`src/rtl/cache_mem_arbiter.sv`:
```
// Single-port RAM arbiter between icache word fetches and dcache 2-word
// block transfers. dcache has priority, but icache is guaranteed a grant
// after STARVE_MAX consecutive dcache blocks while it is waiting.
module cache_mem_arbiter #(
  parameter int unsigned STARVE_MAX = 4
) (
  input  logic        CLK,
  input  logic        RST,
  input  logic        iREN,
  input  logic [31:0] iaddr,
  output logic        iwait,
  output logic [31:0] iload,
  input  logic        dREN,
  input  logic        dWEN,
  input  logic [31:0] daddr,
  input  logic [63:0] dstore,
  output logic        dwait,
  output logic [63:0] dload,
  output logic        ramREN,
  output logic        ramWEN,
  output logic [31:0] ramaddr,
  output logic [31:0] ramstore,
  input  logic [31:0] ramload,
  input  logic [1:0]  ramstate,
  output logic        mem_err
);

  localparam int unsigned CNT_W = $clog2(STARVE_MAX + 1);

  typedef enum logic [1:0] {RS_FREE, RS_BUSY, RS_ACCESS, RS_ERROR} ramstate_t;
  typedef enum logic [1:0] {IDLE, ISERV, DSERV0, DSERV1} state_t;

  state_t           state, state_n;
  logic [CNT_W-1:0] starve_cnt, starve_n;
  logic [31:0]      word0, word0_n;
  logic             mem_err_n;
  logic             done, err_done, d_req;
  logic [28:0]      blk_base;

  // Block offset and byte offset bits of daddr are replaced by the word index.
  logic unused_daddr;
  assign unused_daddr = ^daddr[2:0];

  assign done     = (ramstate_t'(ramstate) == RS_ACCESS) || (ramstate_t'(ramstate) == RS_ERROR);
  assign err_done = (ramstate_t'(ramstate) == RS_ERROR);
  assign d_req    = dREN | dWEN;
  assign blk_base = daddr[31:3];

  // State, starvation counter, first-word latch and sticky error flag.
  always_ff @(posedge CLK or posedge RST) begin
    if (RST) begin
      state      <= IDLE;
      starve_cnt <= '0;
      word0      <= '0;
      mem_err    <= 1'b0;
    end else begin
      state      <= state_n;
      starve_cnt <= starve_n;
      word0      <= word0_n;
      mem_err    <= mem_err_n;
    end
  end

  // Grant arbitration, service progress and abort handling.
  always_comb begin
    state_n   = state;
    starve_n  = starve_cnt;
    word0_n   = word0;
    mem_err_n = mem_err;
    case (state)
      IDLE: begin
        if (d_req && (!iREN || (starve_cnt < CNT_W'(STARVE_MAX)))) begin
          state_n = DSERV0;
        end else if (iREN) begin
          state_n = ISERV;
        end
      end
      ISERV: begin
        if (!iREN) begin
          state_n = IDLE;
        end else if (done) begin
          state_n   = IDLE;
          starve_n  = '0;
          mem_err_n = mem_err | err_done;
        end
      end
      DSERV0: begin
        if (!d_req) begin
          state_n = IDLE;
        end else if (done) begin
          state_n   = DSERV1;
          word0_n   = ramload;
          mem_err_n = mem_err | err_done;
        end
      end
      DSERV1: begin
        if (!d_req) begin
          state_n = IDLE;
        end else if (done) begin
          state_n   = IDLE;
          mem_err_n = mem_err | err_done;
          if (!iREN) begin
            starve_n = '0;
          end else if (starve_cnt != CNT_W'(STARVE_MAX)) begin
            starve_n = starve_cnt + CNT_W'(1);
          end
        end
      end
      default: state_n = IDLE;
    endcase
  end

  // RAM port and cache-side responses, decoded from the current grant.
  always_comb begin
    ramREN   = 1'b0;
    ramWEN   = 1'b0;
    ramaddr  = '0;
    ramstore = '0;
    iload    = '0;
    dload    = '0;
    case (state)
      ISERV: begin
        ramREN  = 1'b1;
        ramaddr = iaddr;
        iload   = ramload;
      end
      DSERV0: begin
        ramWEN   = dWEN;
        ramREN   = ~dWEN;
        ramaddr  = {blk_base, 1'b0, 2'b00};
        ramstore = dstore[31:0];
      end
      DSERV1: begin
        ramWEN   = dWEN;
        ramREN   = ~dWEN;
        ramaddr  = {blk_base, 1'b1, 2'b00};
        ramstore = dstore[63:32];
        dload    = {ramload, word0};
      end
      default: ;
    endcase
  end

  assign iwait = iREN & ~((state == ISERV) & done);
  assign dwait = d_req & ~((state == DSERV1) & done);

endmodule

```
`config.mk`:
```
export PLATFORM = sky130hd
export DESIGN_NAME = cache_mem_arbiter
export DESIGN_NICKNAME = d
export VERILOG_FILES = /design/src/rtl/cache_mem_arbiter.sv
export SDC_FILE = /design/constraint.sdc
export NUM_CORES = 1
export LEC_CHECK = 0
export BUFFER_PORTS_ARGS = -buffer_cell sky130_fd_sc_hd__buf_2
export CORE_AREA = 2 2 129 131
export DETAILED_ROUTE_END_ITERATION = 7
export DIE_AREA = 0 0 131 133
export PLACE_DENSITY_LB_ADDON = 0.3
export SLEW_MARGIN = 20
export SYNTH_ARGS = -nofsm -noshare
export SYNTH_HDL_FRONTEND = slang
export SYNTH_SLANG_ARGS = --single-unit
```
`constraint.sdc`:
```
create_clock -name CLK -period 1.9 [get_ports CLK]
set_input_delay 0.38 -clock CLK [delete_from_list [all_inputs] [get_ports CLK]]
set_output_delay 0.38 -clock CLK [all_outputs]
set_load 0.01 [all_outputs]
```
==> flow_summary.json, run 1 <==
{
  "status": "complete, but fails checks",
  "violations": "setup timing",
  "clock-sinks": 38,
  "setup_violations": 2,
  "cpPeakStageDelay_ns": 0.48,
  "synth_edf_count": 0,
  "critPathRequiredTime_ns": 1.52,
  "ys_warn_count": 0,
  "min_period_ns": 1.90,
  "synth_top_area_frac": 0.310,
  "synth_seq_cells": 38,
  "fp.dieH_um": 133,
  "core_area_um2": 16200,
  "syn_to_final_growth_pct": 70.2,
  "antenna_found_initial": 0,
  "fill_cells": 1704,
  "vias": 3690,
  "cts_tree": "yes",
  "slew_violations": 0,
  "ys_seq_area_frac": 0.310,
  "synth.most_common_cell": "and3_1",
  "setup_slack_ns": -0.00204,
  "drtAntennaViolNets": 0,
  "place.gp.congestion": 0.718,
  "grt_max_degree": 62,
  "clock_path_buffers": 2,
  "drt_iter0_drc": 101,
  "startpoint": "state[0]",
  "hold_buffers": 0,
  "setup_tns_ns": -0.00247,
  "grt-ovfl-total": 0,
  "hold_class": "primary input to async pin",
  "drc": 0,
  "p_clk_frac": 0.144,
  "routed_wl_um": 12300,
  "power_mw": 6.77,
  "clock_skew_ns": 0.00328,
  "die_area_um2": 17400,
  "p_sw_frac": 0.414,
  "rows": 47,
  "rr_worst_depth": 4,
  "finalHoldViolations": 0,
  "dpl_worst_slack_ns": 0.256,
  "diodes": 0,
  "syn_inst": 336,
  "start_util": 0.189,
  "multi_input_area_um2": 1940,
  "power.leakage_nw": 3.11,
  "power_frac_comb": 0.644,
  "crit_chain": "nor2b_4 > buf_12 > a22o_1 > buf_2",
  "yosysTopAreaCell": "dfrtp_1",
  "ios": 332,
  "syn_area_um2": 3060,
  "critPathCaptureType": "output pin",
  "grt_pass1_wl_um": 17300,
  "synth.area.top_cells": "dfrtp_1 (31%), and3_1 (13%), mux2_2 (12%)",
  "drive_above_1_share": 0.601,
  "drt_pass1_iterations": 4,
  "worstPathMaxFanout": 45,
  "via_per_inst": 4.25,
  "port_buffers": 328,
  "grt.total_usage": 0.126,
  "irDropWorstVdd_uv": 492,
  "top_usage_layer": "met2",
  "grt_use_met1": 0.156,
  "nets": 818,
  "path_class": "flop to output pin",
  "clkTransAtPathRegs_ns": 0.06,
  "ys_top_cells_by_count": "and3_1 (64), dfrtp_1 (38), nor2_1 (37)",
  "cts_buffers": 5,
  "htree_levels": 2,
  "timing.hold.ws_ns": 0.115,
  "slew_headroom": 0.542,
  "clock.fmax_mhz": 526,
  "worstSkewPairLatency_ns": 0.28,
  "p_int_mw": 3.97,
  "period_share": 1.00,
  "die_w_um": 131,
  "grt_pass1_vias": 3204,
  "synthFlopType": "dfrtp_1",
  "worst_pin_slew_ns": 0.683,
  "synth_cell_types": 31,
  "gr-usage-met2": 0.225,
  "dp_hpwl_um": 9490,
  "async_flop_share": 1.00,
  "seqCellArea_um2": 956,
  "reg2reg_from": "state[0]",
  "powerDensity_nw_per_um2": 1300,
  "postLayoutCoreUtil": 0.322,
  "synth_fp_nets": 505,
  "p_sw_mw": 2.80,
  "wl_per_cell_um": 14.1,
  "grt_setup_unrepaired": "true",
  "drv_cap": 0,
  "critPathArrivalTime_ns": 1.52,
  "startpoint_type": "flop",
  "cpMaxStageDelayCell": "dfrtp_4",
  "p_seq_frac": 0.212,
  "grt_util_met3": 0.0243,
  "cts_root_buf": "clkbuf_16",
  "synth.avg_cell_area_um2": 9.12
}
state kept, by name, summed over array words and instances, names as in the netlist:
name and flops:
starve_cnt 3, state 2, mem_err 1, word0 32
cell type report:
type | count | share of cell area
clock inverter | 1 | 0.00576
multi-input combinational | 257 | 0.372
tap | 220 | 0.0528
inverter | 5 | 0.00360
sequential | 38 | 0.183
clock buffer | 6 | 0.0266
timing repair buffer | 342 | 0.356
cell usage in the layout, fill, tap and decap left out, drive strengths merged:
master,count
a211oi,1
a21boi,1
a21oi,2
a22o,29
a31o,2
and2,36
and3,64
and4,1
buf,342
bufinv,1
clkbuf,6
clkinv,1
dfrtp,38
ha,2
inv,4
mux2,33
mux2i,33
nand2b,3
nand3,2
nor2,37
nor2b,1
nor3,1
nor3b,1
nor4b,1
o211ai,1
o21a,2
o221ai,1
o2bb2ai,1
o31a,1
or4,1
kinds of logic (layout without fill, tap and decap cells):
family,after synthesis,after routing,share of synthesized area
flip-flops,38,38,0.310
AND/OR/NAND/NOR,148,148,0.278
multiplexers,66,66,0.229
buffers and inverters,41,354,0.0617
adder cells (fa/ha/maj),2,2,0.00817
AO/OA/AOI/OAI,41,41,0.113
path summary, 6_finish.rpt:
| check | to | slack, ns |
|---|---|---|
| max in group asynchronous | state[0] | 1.27 |
| worst min-delay path | word0[30] | 0.12 |
| worst min register to register | mem_err | 0.47 |
| min in group CLK | mem_err | 0.34 |
| worst max register to register | word0[13] | 0.14 |
| worst max-delay path | ramaddr[22] | -0.002 |
what timing repair did:
action,4_1_cts,5_1_grt
endpoints found under the setup margin,15,78
setup buffers,0,1
pin swaps,7,0
resized for setup,3,3
metal layers:
metal  vias up  part of all wire
li1       1818                 -
met1      1692              0.41
met2       173              0.50
met3         7             0.076
met4         0            0.0091
met5         -                 0
power by group through the flow:
stage	Sequential, mW	Combinational (mW)	Clock, mW
3_3_place_gp	1.44	4.35	0
4_1_cts	1.44	4.38	1.02
6_report	1.43	4.36	0.977
2_1_floorplan	1.34	2.71	0
3_5_place_dp	1.45	4.34	0
5_1_grt	1.50	4.77	1.05
worst max-delay path, delay by kind of cell (launching register included):
| family | cells | cell delay, ns |
|---|---|---|
| buf+inv | 2 | 0.35 |
| compound gates | 1 | 0.19 |
| simple gates | 1 | 0.21 |
| flops | 1 | 0.48 |
through the flow:
stage / std cells / area, um2
after floorplan: 336 / 3060
after global routing: 869 / 5210
after global placement: 861 / 5010
final: 869 / 5210
after CTS: 868 / 5200
after detailed placement: 861 / 5010
No activity file was read; power rests on OpenSTA's default activity.
==> run 2: changes to the inputs <==
Settings changed: RECOVER_POWER from default to 25.
==> run 2 against run 1 <==
Compared with the run above: the run still ends with setup timing left; final area decreased by 0.17%; clock-buffer cell count is the same; clock skew is essentially flat; hold slack lost 0.020 ns; utilization decreased by 0.054 points; global-route usage is the same; via count barely moved; critical path depth unchanged; critical endpoint is now ramaddr[9]; largest cell class unchanged; largest power group unchanged.
==> flow_summary.json, run 2 (synthesis gave the netlist of run 1 again) <==
{
  "die_w_um": 131,
  "postLayoutCoreUtil": 0.322,
  "fp.dieH_um": 133,
  "drv_cap": 0,
  "design_area_um2": 5200,
  "startpoint": "state[0]",
  "reg2reg_to": "word0[13]",
  "setup_slack_ns": -0.000436,
  "worstPathMaxFanout": 45,
  "hold_class": "primary input to async pin",
  "drt_iter0_drc": 88,
  "clock-sinks": 38,
  "grt_max_degree": 62,
  "power.leakage_nw": 3.11,
  "critPathRequiredTime_ns": 1.52,
  "clock_skew_ns": 0.00378,
  "period_share": 1.00,
  "antenna_found_initial": 0,
  "largest_reg_flops": 32,
  "cts_root_buf": "clkbuf_16",
  "powerDensity_nw_per_um2": 1300,
  "layout_common_cells": "buf_2 (325), and3_1 (64), nor2_1 (37), and2_1 (36), dfrtp_1 (36)",
  "drc": 0,
  "min_period_ns": 1.90,
  "finalHoldViolations": 0,
  "reg2reg_from": "state[0]",
  "place_area_um2": 5010,
  "via_per_inst": 4.25,
  "grt_pass1_wl_um": 17300,
  "status": "complete, but fails checks",
  "seqCellArea_um2": 956,
  "core_area_um2": 16200,
  "wl_per_cell_um": 14.1,
  "die_area_um2": 17400,
  "reg_top3": "word0: 32 flops, starve_cnt: 3 flops, state: 2 flops",
  "dpl_worst_slack_ns": 0.256,
  "rows": 47,
  "slew_violations": 0,
  "drive_above_1_share": 0.598,
  "worstSkewPairLatency_ns": 0.28,
  "critPathArrivalTime_ns": 1.52,
  "grt_setup_unrepaired": "true",
  "startpoint_type": "flop",
  "instances_no_fill": 869,
  "htree_levels": 2,
  "setup_tns_ns": -0.000436,
  "dp_cells": 861,
  "drt_pass1_iterations": 4,
  "start_util": 0.189,
  "grt_pass1_vias": 3204,
  "place.gp.congestion": 0.718,
  "irDropWorstVdd_uv": 492,
  "path_class": "flop to output pin",
  "dp_hpwl_um": 9490,
  "fill_cells": 1706,
  "cts_tree": "yes",
  "r2r_slack_ns": 0.14,
  "slew_headroom": 0.293,
  "power_mw": 6.76,
  "syn_to_final_growth_pct": 69.9,
  "rr_worst_depth": 4,
  "drtAntennaViolNets": 0,
  "worst_pin_slew_ns": 1.06,
  "vias": 3691,
  "diodes": 0,
  "grt-ovfl-total": 0,
  "ios": 332,
  "grt.total_usage": 0.126,
  "clock.fmax_mhz": 526,
  "critPathCaptureType": "output pin",
  "multi_input_area_um2": 1940,
  "top_register": "word0",
  "setup_violations": 1,
  "clkTransAtPathRegs_ns": 0.06,
  "clock_path_buffers": 2,
  "cts_buffers": 5,
  "violations": "setup timing",
  "final_common_cell": "buf_2",
  "timing.hold.ws_ns": 0.0956,
  "routed_wl_um": 12200,
  "nets": 818,
  "port_buffers": 328
}
==> run 2: worst max path at each step <==
stage / end / cells past startpoint
after detailed placement: ramaddr[4] / 4
after floorplan: ramaddr[10] / 5
final: ramaddr[9] / 4
after global placement: ramaddr[4] / 4
after global routing: ramaddr[9] / 4
after CTS: ramaddr[9] / 4
==> run 2: worst max-delay path, cell delays in order (launching register included) <==
cell	delay, ns
dfrtp_4	0.48
nor2b_4	0.21
buf_12	0.21
a22o_1	0.19
buf_2	0.14
==> run 2: timing repair <==
action	CTS	global route
resized for setup	3	3
buffers inserted	0	1
cloned	0	0
pin swaps	7	0
endpoints found under the setup margin	15	78
hold buffers	0	0
==> run 2: power breakdown <==
part | internal (mW) | switching (mW)
Clock | 0.648 | 0.330
Combinational | 2.11 | 2.24
Sequential | 1.21 | 0.224
Total | 3.97 | 2.80
==> run 2: cell type report <==
type,count,area share
repair buffers,342,0.355
flip-flops and latches,38,0.184
multi-input cells,257,0.373
clock buffers,6,0.0267
inverters,5,0.00361
clock inverters,1,0.00577
well taps,220,0.0529
==> run 2: metal layers <==
layer | wire, um | track usage | share of wire
met4 | 111 | 0.0242 | 0.0091
met3 | 929 | 0.0243 | 0.076
met5 | 0 | 0 | 0
met1 | 5090 | 0.156 | 0.42
met2 | 6080 | 0.225 | 0.50
